File: config.mk
export PLATFORM = sky130hd
export DESIGN_NAME = tdm_demux
export DESIGN_NICKNAME = d
export VERILOG_FILES = /design/src/rtl/tdm_demux.sv
export SDC_FILE = /design/constraint.sdc
export NUM_CORES = 1
export LEC_CHECK = 0
export ABC_AREA = 1
export CAP_MARGIN = 15
export CORE_MARGIN = 1.5
export CORE_UTILIZATION = 55
export DETAILED_ROUTE_END_ITERATION = 7
export PLACE_DENSITY = 0.8
export SYNTH_ARGS = -nofsm -noshare
export SYNTH_HDL_FRONTEND = slang
export SYNTH_SLANG_ARGS = --single-unit
File: constraint.sdc
create_clock -name clk -period 3.3 [get_ports clk]
set_clock_uncertainty 0.15 [all_clocks]
set_input_delay 0.99 -clock clk [delete_from_list [all_inputs] [get_ports clk]]
set_output_delay 0.99 -clock clk [all_outputs]
set_load 0.01 [all_outputs]
File: src/rtl/tdm_demux.sv
// tdm_demux
//   Receive side of a TDM link. A shared serial stream of WIDTH-bit samples,
//   framed by a sync flag on channel 0, is demultiplexed into a shadow buffer
//   and handed over as one parallel frame when the last channel arrives.
//
//   State table:
//      state   | meaning
//      HUNT    | unaligned, waiting for a sync sample
//      FILL    | frame partially received, cnt_q = next channel index
//      ALIGNED | frame just completed, next valid sample must carry sync
//
// Ports:
//   clk        rising-edge clock
//   reset      asynchronous active-high reset
//   in_valid   in_sync/in_data qualify this cycle
//   in_sync    marks channel 0 of a frame
//   in_data    sample value
//   out_data   last complete frame, channel k at [k*WIDTH +: WIDTH]
//   out_valid  one-cycle pulse when out_data takes a new frame
//   frame_err  one-cycle pulse on a premature or missing sync
//   busy       high while a frame is partially received
module tdm_demux #(
   parameter int WIDTH    = 8,
   parameter int CHANNELS = 4
) (
   input  logic                      clk,
   input  logic                      reset,
   input  logic                      in_valid,
   input  logic                      in_sync,
   input  logic [WIDTH-1:0]          in_data,
   output logic [CHANNELS*WIDTH-1:0] out_data,
   output logic                      out_valid,
   output logic                      frame_err,
   output logic                      busy
);

   localparam int            CW      = $clog2(CHANNELS);
   localparam logic [CW-1:0] LAST_CH = CW'(CHANNELS - 1);

   typedef enum logic [1:0] {
      HUNT    = 2'd0,
      FILL    = 2'd1,
      ALIGNED = 2'd2
   } state_t;

   state_t                      state_q,     state_d;
   logic [CW-1:0]               cnt_q,       cnt_d;
   logic [CHANNELS*WIDTH-1:0]   shadow_q,    shadow_d;
   logic [CHANNELS*WIDTH-1:0]   out_data_q,  out_data_d;
   logic                        out_valid_q, out_valid_d;
   logic                        frame_err_q, frame_err_d;
   logic                        busy_q,      busy_d;

   always_comb begin
      state_d     = state_q;
      cnt_d       = cnt_q;
      shadow_d    = shadow_q;
      out_data_d  = out_data_q;
      out_valid_d = 1'b0;
      frame_err_d = 1'b0;

      if (in_valid) begin
         case (state_q)
            HUNT: begin
               if (in_sync) begin
                  shadow_d[WIDTH-1:0] = in_data;
                  cnt_d               = CW'(1);
                  state_d             = FILL;
               end
            end

            FILL: begin
               if (in_sync) begin
                  // Premature sync: restart the frame with this sample as ch0.
                  frame_err_d         = 1'b1;
                  shadow_d[WIDTH-1:0] = in_data;
                  cnt_d               = CW'(1);
               end else begin
                  shadow_d[cnt_q*WIDTH +: WIDTH] = in_data;
                  if (cnt_q == LAST_CH) begin
                     // Copy includes the sample accepted at this same edge.
                     out_data_d  = shadow_d;
                     out_valid_d = 1'b1;
                     cnt_d       = '0;
                     state_d     = ALIGNED;
                  end else begin
                     cnt_d = cnt_q + 1'b1;
                  end
               end
            end

            ALIGNED: begin
               if (in_sync) begin
                  shadow_d[WIDTH-1:0] = in_data;
                  cnt_d               = CW'(1);
                  state_d             = FILL;
               end else begin
                  frame_err_d = 1'b1;
                  state_d     = HUNT;
               end
            end

            default: begin
               state_d = HUNT;
               cnt_d   = '0;
            end
         endcase
      end

      busy_d = (state_d == FILL);
   end

   always_ff @(posedge clk or posedge reset) begin
      if (reset) begin
         state_q     <= HUNT;
         cnt_q       <= '0;
         shadow_q    <= '0;
         out_data_q  <= '0;
         out_valid_q <= 1'b0;
         frame_err_q <= 1'b0;
         busy_q      <= 1'b0;
      end else begin
         state_q     <= state_d;
         cnt_q       <= cnt_d;
         shadow_q    <= shadow_d;
         out_data_q  <= out_data_d;
         out_valid_q <= out_valid_d;
         frame_err_q <= frame_err_d;
         busy_q      <= busy_d;
      end
   end

   assign out_data  = out_data_q;
   assign out_valid = out_valid_q;
   assign frame_err = frame_err_q;
   assign busy      = busy_q;

endmodule

Yosys cells after proc, flatten, opt, wreduce, memory -nomap -nowiden
Index checks and enable logic that the tools add are counted.

storage, ports and cells
  register bits after elaboration = 71
  input port bits = 12

operators by class
  shift operators = 2
  add/sub/neg operators = 2
  bitwise operators = 1
  equal/unequal tests = 5
  reductions and logical operators = 7
  multiplexer cells = 22

operators with widths
  cell                     number
  $neg 5->34               1
  $shift 8x34->32 const A  1
  $shiftx 8x34->32         1
  $bwmux 32                1
  $mux 8                   2
  $pmux 8 s2               1
  $mux 2                   7
  $mux 1                   8
  $pmux 2 s3               1
  $reduce_and 3->1         2
  $eq 2x1->1 const B       2
  $eq 2x2->1 const B       2
  $pmux 2 s2               1
  $reduce_and 4->1         1
  $add 2x1->2 const B      1
  $logic_not 2->1          1
  $ne 2x1->1 const B       1
  $pmux 1 s2               1
  $reduce_and 2->1         1
  $reduce_bool 2->1        1
  $reduce_or 2->1          1
  $not 1->1                1

Depth between registers and ports, before layout
  depth after elaboration = 6
  depth in mapped cells = 9
  depth with buffers taken out = 8

Worst setup path before layout
No wires, ideal clock.

  kind = input to register
  from = input port in_sync
  to = register shadow_q[15]
  stages = 7
  data arrival time = 1.588 ns
  buffers on the path = 1
  path slack = 1.446 ns
  data required time = 3.034 ns
  library setup time = 0.116 ns
  cells stage by stage = inv_2 -> nand2_4 -> nor2_8 -> inv_6 -> buf_6 -> nand2_1 -> nand2_1

on the way
  longest elaborated chain between the ends = 2

RTL lines
  element                     line  RTL
  from (decl)                 29    input logic in_sync,
  $not 1->1 (no line)         n/a
  $reduce_and 3->1 (no line)  n/a
  to (signal assigned)        125   shadow_q <= shadow_d;
  to (decl)                   48    logic [CHANNELS*WIDTH-1:0] shadow_q, shadow_d;

No other way between the ends.
A chain may end at the register's enable or synchronous reset.

Final worst setup path
  from = register out_data_q[6], in the netlist out_data[6]
  to = output port out_data[6]

RTL lines
  element                 line  RTL
  from (decl)             49    logic [CHANNELS*WIDTH-1:0] out_data_q, out_data_d;
  from (signal assigned)  126   out_data_q <= out_data_d;
  to (decl)               31    output logic [CHANNELS*WIDTH-1:0] out_data,

No word-level cell between the ends.

==> summary.md <==
| Metric | Value |
|---|---|
| Status | completed |
| Register area share after synthesis | 0.505 |
| Largest net degree at the start of global routing | between 50 and 60 |
| Post-CTS Hold Buffers | 0 |
| Largest family of logic cells by synthesized area | simple AND/OR/NAND/NOR gates |
| Final net count | 522 |
| Die area | a little under 7000 um2 |
| Ys Warns | 0 |
| Clk Latency, worst-skew pair | about 340 ps |
| Vias per cell | 5.19 |
| Adder-Cell Fraction of Synth Area | 0.0178 |
| # setup viols final | 0 |
| Post-DP HPWL | a little over 5000 um |
| Chip Height | roughly 83 um |
| CTS max path bufs | 2 |
| Initial DRC count | between 300 and 400 |
| Final Wtd Congestion | approximately 0.83 |
| Worst Hold Depth | 2 |
| Worst Path Required | roughly 2200 ps |
| IO Pins | 47 |
| Synth Register Bits | a little over 70 |
| Core Region | just over 6000 um2 |
| Slew Limit Fails | 0 |
| Crit-path max cell delay | 550 ps |
| # diodes | 0 |
| Fraction of layout cells with a size suffix above 1 | 0.0627 |
| Post-synthesis cell area | 3520 um2 |
| Avg Cell Area, Syn | 7.61 um2 |
| Synth Area in Compound Gates | 0.0402 |
| Fmax | ~0.42 GHz |
| Hold Violations, Final | 0 |
| RR Startpoint | cnt_q[0] |
| Largest cells by area after synthesis | dfrtp_1 (51%), nand2_1 (29%), nand3_1 (2.8%) |
| # clock sinks | between 70 and 80 |
| CP Max Fanout | 2 |
| Initial Utilization | 0.580 |
| Post-route DRC | 0 |
| Post-Syn Nets | roughly 480 |
| Via Count | 3038 |
| R2r worst-path depth | 7 |
| RSZ-0062 raised after global routing | false |
| Number of buffers created by CTS | 9 |
| Crit end category | output port |
| Peak VDD IR | 0.484 mV |
| Slew @ Worst Pin | 548 ps |
| Gr ovfl total | 0 |
| Flip-flop and latch area | 1780 um2 |
| Routed wire length | between 7000 and 8000 um |
| Post-synthesis cell count | around 460 |
| PD cells | 808 nW/um2 |
| Min-Delay Path Class | reg -> reg |
| Delay-heaviest family, CP | buffers and inverters |
| CTS tree | yes |
| Synth unique cells | 27 |
| Kind of critical path | reg -> out |
| Area delta synth->final | 19.6% |
| First-pass GRT wire length | between 10000 and 15000 um |
| Die span in x | 83.0 um |
| Most frequent cells in the layout | nand2_1 (270), dfrtp_1 (71), clkdlybuf4s50_1 (46) |
| Slew margin rel. | 0.633 |
| GRT Overall Usage | 0.237 |
| Reg-to-reg endpoint | out_data[14] |
| Vias in the first global route | around 2900 |
| Crit path buffers/inverters | 1 |
| Worst path slowest cell | clkdlybuf4s50_1 |
| WL/cell | approximately 13 um |
| Max cap viols | 0 |
| Drt first pass iters | 5 |
| Setup crit start kind | flop |
| Pleak | 0.00228 uW |
| Post-synth top area cell | dfrtp_1 |
| Mux contribution to synthesized area | 0 |
| Hold wc startpoint | out_data[14] |
| Hold Crit Endpoint | out_data[14] |
| Setup TNS Final | 0 ps |
| Worst Path Arrival | roughly 1300 ps |
| Share of the synthesized area in the top cell type | 0.505 |
| CTS resizes | 0 |
| CP Cell Sequence | clkdlybuf4s50_1 |
| Worst-path clk slew | ~70 ps |
| Port bufs | 46 |
| Final Critical Period | between 2000 and 2500 ps |
| # fillers | ~500 |
| XOR/XNOR Fraction of Synth Area | 0 |
| H-tree Lvls | 3 |
| Root Buffer | clkbuf_8 |
| Initial antenna violation count | 0 |
| Multi-input logic area | about 1500 um2 |
| Post-CTS setup buffer count | 0 |
| Row count | 28 |
| Commonest non-fill, non-tap cell in the layout | nand2_1 |
| Power Total | 3400 uW |
| Area share of and/or/nand/nor cells after synthesis | 0.369 |
| Period utilization | 0.728 |
| Reg-to-reg slack, setup | ~910 ps |
| Final ANT Viol Nets | 0 |
[cell type report]
class                      instances  share of cell area
clock buffer                      11              0.0336
clock inverter                     5              0.0250
inverter                          25              0.0241
multi-input combinational        350               0.357
sequential                        71               0.422
tap                               75              0.0223
timing repair buffer              48               0.116
[registers in the layout, summed over array words and instances, names as in the netlist]
signal	cells
out_valid	1
frame_err	1
state_q	2
shadow_q	32
busy	1
cnt_q	2
out_data	32
[report_power, final]
| part | internal (uW) | total, uW | switching (uW) |
|---|---|---|---|
| registers | 1190 | 1370 | 186 |
| clock network | 523 | 855 | 332 |
| logic | 550 | 1170 | 618 |
| total | 2260 | 3400 | 1140 |
[logic make-up after synthesis]
logic type,Yosys count
adder cells (fa/ha/maj),5
buffers and inverters,41
AND/OR/NAND/NOR,319
AO/OA/AOI/OAI,26
flip-flops,71
[metrics by stage]
stage	area [um2]	utilization	hold slack [ps]	std cells	worst slack, ps
finish	4210	0.694	331	585	897
global placement	3960	0.653	309	569	598
detailed placement	3960	0.653	314	569	558
global route	4210	0.694	350	585	680
CTS	4210	0.694	334	585	884
floorplan	3520	-	299	462	363
[per-layer routing]
layer	GRT usage	wire (um)	vias to the layer above
li1	-	-	1509
met1	0.317	3500	1404
met2	0.387	3700	109
met3	0.0398	464	16
met4	0.0909	193	0
met5	0	0	-
[synthesized netlist by cell type]
| cell type | count |
|---|---|
| o21ai_0 | 18 |
| dfrtp_1 | 71 |
| o22ai_1 | 1 |
| nand2_2 | 1 |
| nand3_1 | 20 |
| buf_2 | 3 |
| inv_1 | 19 |
| ha_1 | 5 |
| inv_2 | 3 |
| o22ai_2 | 1 |
| nand3_4 | 1 |
| nor2_8 | 2 |
| nand2_4 | 1 |
| nor2_4 | 1 |
| buf_4 | 6 |
| buf_6 | 7 |
| inv_6 | 1 |
| a21oi_1 | 2 |
| nand2_1 | 270 |
| a211oi_1 | 1 |
| nor2_1 | 20 |
| nor2_2 | 1 |
| inv_4 | 1 |
| clkinv_1 | 1 |
| nand3_2 | 1 |
| o21ai_1 | 3 |
| nor3_1 | 1 |
[worst register-to-register path: cells and delay by family (launching register included)]
kind / cells / cell delay [ps]
AO/OA/AOI/OAI: 1 / 290
adder cells (fa/ha/maj): 1 / 360
buffers and inverters: 2 / 570
flip-flops: 1 / 620
AND/OR/NAND/NOR: 3 / 350
[worst max-delay path by stage]
stage                     start      endpoint  slack, ps  cells after the start
floorplan                 reset          busy        360                      1
global placement        in_sync  shadow_q[29]        600                      7
detailed placement      in_sync  shadow_q[10]        560                      7
CTS                 out_data[6]   out_data[6]        880                      1
global route           cnt_q[0]  out_data[26]        680                      7
finish              out_data[6]   out_data[6]        900                      1
Power figures use the tool's default switching activity.
